$ cat src/rtl/cvxif_buf_pkg.sv
// Shared types for the CV-X-IF offload buffer: entry layout and default sizing.
package cvxif_buf_pkg;

    localparam int CVXIF_BUF_XLEN     = 64;
    localparam int CVXIF_BUF_ID_WIDTH = 3;
    localparam int CVXIF_BUF_DEPTH    = 4;

    typedef struct packed {
        logic [31:0]                   instr;
        logic [CVXIF_BUF_XLEN-1:0]     rs1;
        logic [CVXIF_BUF_XLEN-1:0]     rs2;
        logic [CVXIF_BUF_ID_WIDTH-1:0] id;
    } offload_entry_t;

endpackage

$ cat src/rtl/cvxif_buf_fifo.sv
// DEPTH-entry FIFO of offload entries with flush; the head output holds its
// last shown value while the FIFO is empty.
module cvxif_buf_fifo
    import cvxif_buf_pkg::*;
#(
    parameter int  DEPTH = CVXIF_BUF_DEPTH,
    localparam int PTR_W = $clog2(DEPTH),
    localparam int CNT_W = $clog2(DEPTH) + 1
) (
    input  logic             clk_i,
    input  logic             rst_i,
    input  logic             flush_i,
    input  logic             push_i,
    input  offload_entry_t   push_data_i,
    input  logic             pop_i,
    output offload_entry_t   head_o,
    output logic             full_o,
    output logic             empty_o,
    output logic [CNT_W-1:0] count_o
);

    offload_entry_t   mem [DEPTH];
    offload_entry_t   last_q;
    logic [PTR_W-1:0] wr_ptr_q;
    logic [PTR_W-1:0] rd_ptr_q;
    logic [CNT_W-1:0] count_q;
    logic             do_push;
    logic             do_pop;

    assign full_o  = (count_q == CNT_W'(DEPTH));
    assign empty_o = (count_q == '0);
    assign count_o = count_q;

    // Flush wins over both ports so no handshake completes in a flush cycle.
    assign do_push = push_i && !full_o && !flush_i;
    assign do_pop  = pop_i && !empty_o && !flush_i;

    // NOTE: payload storage has no reset; occupancy alone decides validity.
    always_ff @(posedge clk_i) begin
        if (do_push) begin
            mem[wr_ptr_q] <= push_data_i;
        end
    end

    // DEPTH is a power of two, so pointer increments wrap naturally.
    always_ff @(posedge clk_i or posedge rst_i) begin
        if (rst_i) begin
            wr_ptr_q <= '0;
            rd_ptr_q <= '0;
            count_q  <= '0;
        end else if (flush_i) begin
            rd_ptr_q <= wr_ptr_q;
            count_q  <= '0;
        end else begin
            if (do_push) wr_ptr_q <= wr_ptr_q + 1'b1;
            if (do_pop)  rd_ptr_q <= rd_ptr_q + 1'b1;
            unique case ({do_push, do_pop})
                2'b10:   count_q <= count_q + 1'b1;
                2'b01:   count_q <= count_q - 1'b1;
                default: count_q <= count_q;
            endcase
        end
    end

    // Shadow of the displayed head, shown while empty so x_* never drift.
    always_ff @(posedge clk_i or posedge rst_i) begin
        if (rst_i) begin
            last_q <= '0;
        end else if (!empty_o) begin
            last_q <= mem[rd_ptr_q];
        end
    end

    assign head_o = empty_o ? last_q : mem[rd_ptr_q];

endmodule

$ cat src/rtl/cvxif_offload_buffer.sv
// Decoupling buffer between the issue stage and the CV-X-IF coprocessor port:
// queues offloaded instructions with IDs and registers the commit/kill stream.
module cvxif_offload_buffer
    import cvxif_buf_pkg::*;
#(
    // XLEN and ID_WIDTH must match the package entry layout.
    parameter int XLEN     = CVXIF_BUF_XLEN,
    parameter int DEPTH    = CVXIF_BUF_DEPTH,
    parameter int ID_WIDTH = CVXIF_BUF_ID_WIDTH
) (
    input  logic                     clk_i,
    input  logic                     rst_i,
    input  logic                     flush_i,
    input  logic                     issue_valid_i,
    output logic                     issue_ready_o,
    input  logic [31:0]              issue_instr_i,
    input  logic [XLEN-1:0]          issue_rs1_i,
    input  logic [XLEN-1:0]          issue_rs2_i,
    output logic [ID_WIDTH-1:0]      issue_id_o,
    output logic                     x_issue_valid_o,
    input  logic                     x_issue_ready_i,
    output logic [31:0]              x_instr_o,
    output logic [XLEN-1:0]          x_rs1_o,
    output logic [XLEN-1:0]          x_rs2_o,
    output logic [ID_WIDTH-1:0]      x_id_o,
    input  logic                     commit_valid_i,
    input  logic [ID_WIDTH-1:0]      commit_id_i,
    input  logic                     commit_kill_i,
    output logic                     x_commit_valid_o,
    output logic [ID_WIDTH-1:0]      x_commit_id_o,
    output logic                     x_commit_kill_o,
    output logic [$clog2(DEPTH):0]   count_o
);

    offload_entry_t      push_entry;
    offload_entry_t      head;
    logic                push;
    logic                pop;
    logic                full;
    logic                empty;
    logic [ID_WIDTH-1:0] next_id_q;

    assign issue_ready_o   = !full && !flush_i;
    assign issue_id_o      = next_id_q;
    assign push            = issue_valid_i && issue_ready_o;
    assign x_issue_valid_o = !empty;
    assign pop             = x_issue_valid_o && x_issue_ready_i && !flush_i;

    assign push_entry.instr = issue_instr_i;
    assign push_entry.rs1   = issue_rs1_i;
    assign push_entry.rs2   = issue_rs2_i;
    assign push_entry.id    = next_id_q;

    cvxif_buf_fifo #(
        .DEPTH       (DEPTH)
    ) u_fifo (
        .clk_i       (clk_i),
        .rst_i       (rst_i),
        .flush_i     (flush_i),
        .push_i      (push),
        .push_data_i (push_entry),
        .pop_i       (pop),
        .head_o      (head),
        .full_o      (full),
        .empty_o     (empty),
        .count_o     (count_o)
    );

    assign x_instr_o = head.instr;
    assign x_rs1_o   = head.rs1;
    assign x_rs2_o   = head.rs2;
    assign x_id_o    = head.id;

    // IDs survive flush so they stay unique against in-flight coprocessor state.
    always_ff @(posedge clk_i or posedge rst_i) begin
        if (rst_i) begin
            next_id_q <= '0;
        end else if (push) begin
            next_id_q <= next_id_q + 1'b1;
        end
    end

    always_ff @(posedge clk_i or posedge rst_i) begin
        if (rst_i) begin
            x_commit_valid_o <= 1'b0;
            x_commit_id_o    <= '0;
            x_commit_kill_o  <= 1'b0;
        end else begin
            x_commit_valid_o <= commit_valid_i;
            if (commit_valid_i) begin
                x_commit_id_o   <= commit_id_i;
                x_commit_kill_o <= commit_kill_i;
            end
        end
    end

endmodule

$ cat config.mk
export PLATFORM = sky130hd
export DESIGN_NAME = cvxif_offload_buffer
export DESIGN_NICKNAME = d
export VERILOG_FILES = /design/src/rtl/cvxif_buf_pkg.sv /design/src/rtl/cvxif_buf_fifo.sv /design/src/rtl/cvxif_offload_buffer.sv
export SDC_FILE = /design/constraint.sdc
export NUM_CORES = 1
export LEC_CHECK = 0
export ABC_AREA = 1
export BUFFER_PORTS_ARGS = -buffer_cell sky130_fd_sc_hd__buf_2
export CORE_AREA = 2 2 357 218
export CTS_CLUSTER_DIAMETER = 200
export DETAILED_ROUTE_END_ITERATION = 8
export DIE_AREA = 0 0 359 220
export GPL_ROUTABILITY_DRIVEN = 1
export REMOVE_ABC_BUFFERS = 1
export SLEW_MARGIN = 20
export SYNTH_ARGS = -nofsm -noshare
export SYNTH_HDL_FRONTEND = slang
export SYNTH_SLANG_ARGS = --single-unit
$ cat constraint.sdc
create_clock -name clk_i -period 9.1 [get_ports clk_i]
set_input_delay 2.275 -clock clk_i [delete_from_list [all_inputs] [get_ports clk_i]]
set_output_delay 2.275 -clock clk_i [all_outputs]
set_load 0.03 [all_outputs]
=== After elaboration in Yosys (flattened, before gate mapping) ===
Memory sizes are Yosys's and may differ from the RTL's.
Index checks and enable logic that the tools add are counted.
Widths: inputs -> output; s select.

* Bitwise operators: 1
* Reduce and logical (&&, ||, !) cells: 15
* Muxes and demuxes: 7
* Eq/ne operators: 3
* Add/subtract/negate cells: 5

{| class="wikitable"
|+ Operators with widths
! operator !! number
|-
| $mux 163 || 1
|-
| $logic_and 1x1->1 || 8
|-
| $add 3x1->3 const B || 2
|-
| $pmux 3 s2 || 1
|-
| $add 2x1->2 const B || 2
|-
| $mux 2 || 2
|-
| $eq 3x3->1 const B || 1
|-
| $logic_not 1->1 || 3
|-
| $logic_not 3->1 || 1
|-
| $mux 3 || 1
|-
| $reduce_bool 3->1 || 1
|-
| $sub 3x1->3 const B || 1
|-
| $eq 2x1->1 const B || 1
|-
| $eq 2x2->1 const B || 1
|-
| $mux 1 || 2
|-
| $reduce_and 2->1 || 1
|-
| $reduce_bool 2->1 || 1
|-
| $not 1->1 || 1
|}

* Output and inout port bits: 176
* Memory bits (writable): 652
* Word-level logic and storage cells: 43
* Memories kept: 1
* Bits in registers: 178

{| class="wikitable"
|+ Memory list
! memory !! words !! bits a word !! read ports !! clocked after Yosys merged registers in !! wr ports !! RTL line !! text
|-
| u_fifo.mem || 4 || 163 || 1 || 0 || 1 || cvxif_buf_fifo.sv:22 || <nowiki>offload_entry_t mem [DEPTH];</nowiki>
|}

=== Logic depth before layout (Yosys ltp) ===
* Depth after elaboration: 9
* Gate-level depth with buffers: 13

=== Cells and area by module ===
Synthesis repeated with hierarchy kept, for this count alone.

* Cell total of the unflattened synthesis: 2,371
* Area, all modules: 31,043.5 um^2

{| class="wikitable"
|+ Modules (own cells, without submodules)
! module !! area an instance (um^2) !! instances !! cells an instance
|-
| cvxif_buf_fifo || 30,689.4 || 1 || 2,330
|-
| cvxif_offload_buffer || 354.1 || 1 || 41
|}

=== Worst setup path before layout ===
Ideal clock, no wire load.

* Path type: in2reg
* From: input port flush_i
* To: memory u_fifo.mem[0][0] (netlist bit), enable pin
* Data required time: 8,411 ps
* Library setup time: 689 ps
* Slack: -999 ps
* Data arrival time: 9,410 ps
* Cell stages on the path: 3
* Path buffers: 0
* Cell sequence: inv_1 > nand3_2 > nor2_1

* Word-level cells in the longest chain between the ends: 7

{| class="wikitable"
|+ RTL lines
! item !! RTL line !! text
|-
| start: declaration || cvxif_offload_buffer.sv:13 || <nowiki>input logic flush_i,</nowiki>
|-
| $logic_not 1->1 (*) || cvxif_buf_fifo.sv:35, cvxif_offload_buffer.sv:43 ||
|-
| $logic_and 1x1->1 || cvxif_offload_buffer.sv:43 || <nowiki>assign issue_ready_o = !full && !flush_i;</nowiki>
|-
| $logic_and 1x1->1 || cvxif_offload_buffer.sv:45 || <nowiki>assign push = issue_valid_i && issue_ready_o;</nowiki>
|-
| $logic_and 1x1->1 || cvxif_buf_fifo.sv:35 || <nowiki>assign do_push = push_i && !full_o && !flush_i;</nowiki>
|-
| $logic_and 1x1->1 (*) || cvxif_buf_fifo.sv:35 ||
|-
| $mux 1 (*) || cvxif_buf_fifo.sv:40 || <nowiki>if (do_push) begin</nowiki>
|-
| $mux 1 (not written as such) (*) || cvxif_buf_fifo.sv:41 || <nowiki>mem[wr_ptr_q] <= push_data_i;</nowiki>
|-
| end: declaration || cvxif_buf_fifo.sv:22 ||
|}

Every way passes the cells marked *; elsewhere a longest branch is shown, timed or not.

=== Worst setup path in the final report ===
* From: register u_fifo.rd_ptr_q[0]
* To: output port x_instr_o[6]

* Word-level cells in the longest chain between the ends: 2

{| class="wikitable"
|+ RTL lines
! item !! RTL line !! text
|-
| start: declaration || cvxif_buf_fifo.sv:25 || <nowiki>logic [PTR_W-1:0] rd_ptr_q;</nowiki>
|-
| start signal: assignment || cvxif_buf_fifo.sv:52 || <nowiki>rd_ptr_q <= wr_ptr_q;</nowiki>
|-
| start signal: assignment || cvxif_buf_fifo.sv:56 || <nowiki>if (do_pop) rd_ptr_q <= rd_ptr_q + 1'b1;</nowiki>
|-
| $mem_v2 4x163 || n/a ||
|-
| $mux 163 || cvxif_buf_fifo.sv:74 || <nowiki>assign head_o = empty_o ? last_q : mem[rd_ptr_q];</nowiki>
|-
| end: declaration || cvxif_offload_buffer.sv:22 || <nowiki>output logic [31:0] x_instr_o,</nowiki>
|}

Every way passes these cells.

==> results.yml <==
placed_design:
  portBuffers: 345
  pre_cts_ws_ns: 3.58
  hpwl_um: 38400
  dpl_cell_area_um2: 33400
  gp_congestion: 0.752
sta:
  rsz0062_at_grt: "no"
  fmax_mhz: 162
  fin_skew_ns: 0.0279
  final_hold_viol_count: 0
  finalCriticalPeriod_ns: 6.17
  finalSetupViolCount: 0
  finalMaxSlewViolations: 0
  timing.final.crit_share_pct: 67.8
  maxSlewHeadroom_pct: 27.3
  fin_hold_ws_ns: 0.502
  fin_ws_ns: 2.93
  worstMarginPinSlew_ns: 1.09
global_route:
  gr-total-overflow: 0
  grt_antenna_before_repair: 6
  grt_max_degree: 185
  gr-usage-all-layers_pct: 18.0
  grt_pass1_vias: 18656
  grt_pass1_wl_um: 110000
cts:
  clock_latency_ns: 0.63
  postCtsSetupBuffers: 0
  cts_tree: "done"
  cts_resized: 0
  cts.hold.buffers_added: 0
  h-tree-depth: 3
  cts_root_buf: "clkbuf_16"
  clock-sinks: 830
  numCtsBuffers: 78
  clk_pin_slew_ns: 0.07
  ctsLongestPathBuffers: 3
yosys:
  synth-edff-count: 652
  ys_ff_latch: 830
  syn_inst: 2350
  synth_most_common_cell: "nor2_1"
  synth_area_per_cell_um2: 13.1
  synthTopCellsByCount: "nor2_1 (824), edfxtp_1 (652), o21ai_0 (229)"
  yosysSeqAreaShare_pct: 78.0
  synthTopCellsByArea: "edfxtp_1 (64%), dfrtp_1 (14%), nor2_1 (10%)"
  async_flop_share_pct: 21.4
  synth_top_cell_by_area: "edfxtp_1"
  synth_top_area_share_pct: 63.6
  synthFlopType: "edfxtp_1"
  yosysWarnings: 0
  ys_types: 23
  synth_area_um2: 30800
detailed_routing:
  num_vias: 18828
  antenna_left: 0
  drc: 0
  wl_met1_um: 32200
  dr_wl_met3_um: 4260
  wl_met2_um: 34500
  first_pass_iters: 5
  wl_um: 72400
  wl_per_cell_um: 19.4
  vias_per_cell: 5.05
  topRoutingLayerUsed: "met5"
  drt-initial-drc-count: 1462
finish:
  area.growth.synth_to_final_pct: 17.5
  nFillCells: 6653
  final_layout_size_suffix_gt1_share_pct: 18.6
  fin_nets: 2828
  finalInstanceArea_um2: 36200
  final_core_util_pct: 47.5
critical_path:
  critical_path_class: "flop to output pin"
  critPathCaptureType: "output pin"
  crit_path_max_fanout: 184
  cp.arrival_ns: 3.89
  cp-start-kind: "flop"
  required_ns: 6.83
floorplan:
  die_h_um: 220
  rows: 79
  start_util_pct: 40.4
  die_area_um2: 79000
  die_w_um: 359
  pin_count: 346
  coreArea_um2: 76200
power_and_ir_drop:
  finalPower_mw: 14.4
  power_density_nw_per_um2: 397
  leakage_nw: 13.0
  ir_drop_uv: 376
flow_run:
  maxCapViolCount: 0
outcome:
  status: "finished clean"
min_path:
  hold_class: "flop to flop"
[routing by layer]
| metal | vias to the layer above | GRT usage [%] |
|---|---|---|
| met4 | 8 | 4.50 |
| met2 | 490 | 29.3 |
| li1 | 8956 | - |
| met3 | 101 | 4.18 |
| met5 | - | 0 |
| met1 | 9273 | 24.5 |
[layout by cell type, fill, tap and decap left out, types with 2 or more instances in the layout]
cell type / netlist / layout
buf_2: 55 / 345
nor2_4: 0 / 4
ha_1: 5 / 5
o21ai_0: 229 / 229
clkbuf_16: 0 / 79
inv_8: 0 / 2
dfrtp_1: 178 / 176
inv_6: 0 / 4
nand2_1: 22 / 21
buf_12: 0 / 6
nor2_1: 824 / 820
clkinv_1: 0 / 2
clkinv_8: 0 / 4
nand3_1: 4 / 4
buf_4: 11 / 15
bufinv_16: 0 / 11
inv_1: 15 / 13
a31oi_1: 163 / 163
clkinvlp_4: 0 / 5
clkbuf_1: 63 / 19
dfrtp_4: 0 / 2
o21ai_1: 100 / 100
diode_2: 0 / 3
mux2_2: 4 / 4
clkinv_2: 0 / 7
clkinv_4: 0 / 2
edfxtp_1: 652 / 652
clkbuf_8: 0 / 12
xnor2_1: 3 / 3
[worst max-delay path, cell delays in order (launching register included)]
cell,delay [ns]
dfrtp_4,0.79
inv_8,0.74
buf_12,0.59
o21ai_0,0.34
a31oi_1,0.29
buf_2,0.24
[layout make-up]
cell class	instances	area (um2)	share of cell area (%)
antenna	3	7.51	0.0207
clock buffer	110	2210	6.11
clock inverter	35	539	1.49
inverter	16	80.1	0.221
multi-input combinational	1360	6090	16.8
sequential	830	24000	66.4
tap	1012	1270	3.50
timing repair buffer	366	1960	5.41
[state kept, by name (all words and copies together) (netlist names)]
| signal | flops |
|---|---|
| u_fifo.wr_ptr_q | 2 |
| u_fifo.mem | 652 |
| x_commit_kill_o | 1 |
| x_commit_valid_o | 1 |
| u_fifo.count_o | 3 |
| u_fifo.rd_ptr_q | 2 |
| x_commit_id_o | 3 |
| issue_id_o | 3 |
| u_fifo.last_q | 163 |
[logic make-up after synthesis]
kind of cell	after synthesis	synth area share (%)
simple gates	851	10.4
flops	830	78.0
compound gates	495	8.72
buf+inv	160	2.31
fa+ha+maj	6	0.268
xor+xnor	4	0.114
mux	4	0.146
[final timing paths]
path | endpoint | start | cells past startpoint | slack (ns)
min | x_commit_kill_o$_DFFE_PP0P_ | x_commit_kill_o$_DFFE_PP0P_ | 1 | 0.50
max | x_instr_o[6] | u_fifo.rd_ptr_q[0]$_DFFE_PP0P_ | 5 | 2.93
min in group asynchronous | x_commit_valid_o$_DFF_PP0_ | rst_i | 2 | 1.67
max reg2reg | u_fifo.last_q[101]$_DFF_PP0_ | u_fifo.rd_ptr_q[1]$_DFFE_PP0P_ | 5 | 5.91
max in group asynchronous | x_commit_kill_o$_DFFE_PP0P_ | rst_i | 3 | 5.98
min reg2reg | x_commit_kill_o$_DFFE_PP0P_ | x_commit_kill_o$_DFFE_PP0P_ | 1 | 0.50
[stage by stage]
stage	setup TNS, ns	std cells
global route	0	3729
CTS	0	3729
finish	0	3732
detailed placement	0	3584
floorplan	-1700.25	2206
global placement	0	3584
[power by group]
part / total, mW / internal (mW) / leakage, nW / switching (mW)
Combinational: 5.76 / 1.42 / 3.75 / 4.34
Sequential: 5.14 / 4.87 / 7.92 / 0.274
Clock: 3.45 / 2.03 / 1.33 / 1.41
Total: 14.4 / 8.33 / 13.0 / 6.03
Note: power is estimated with default switching activity, not from simulation.
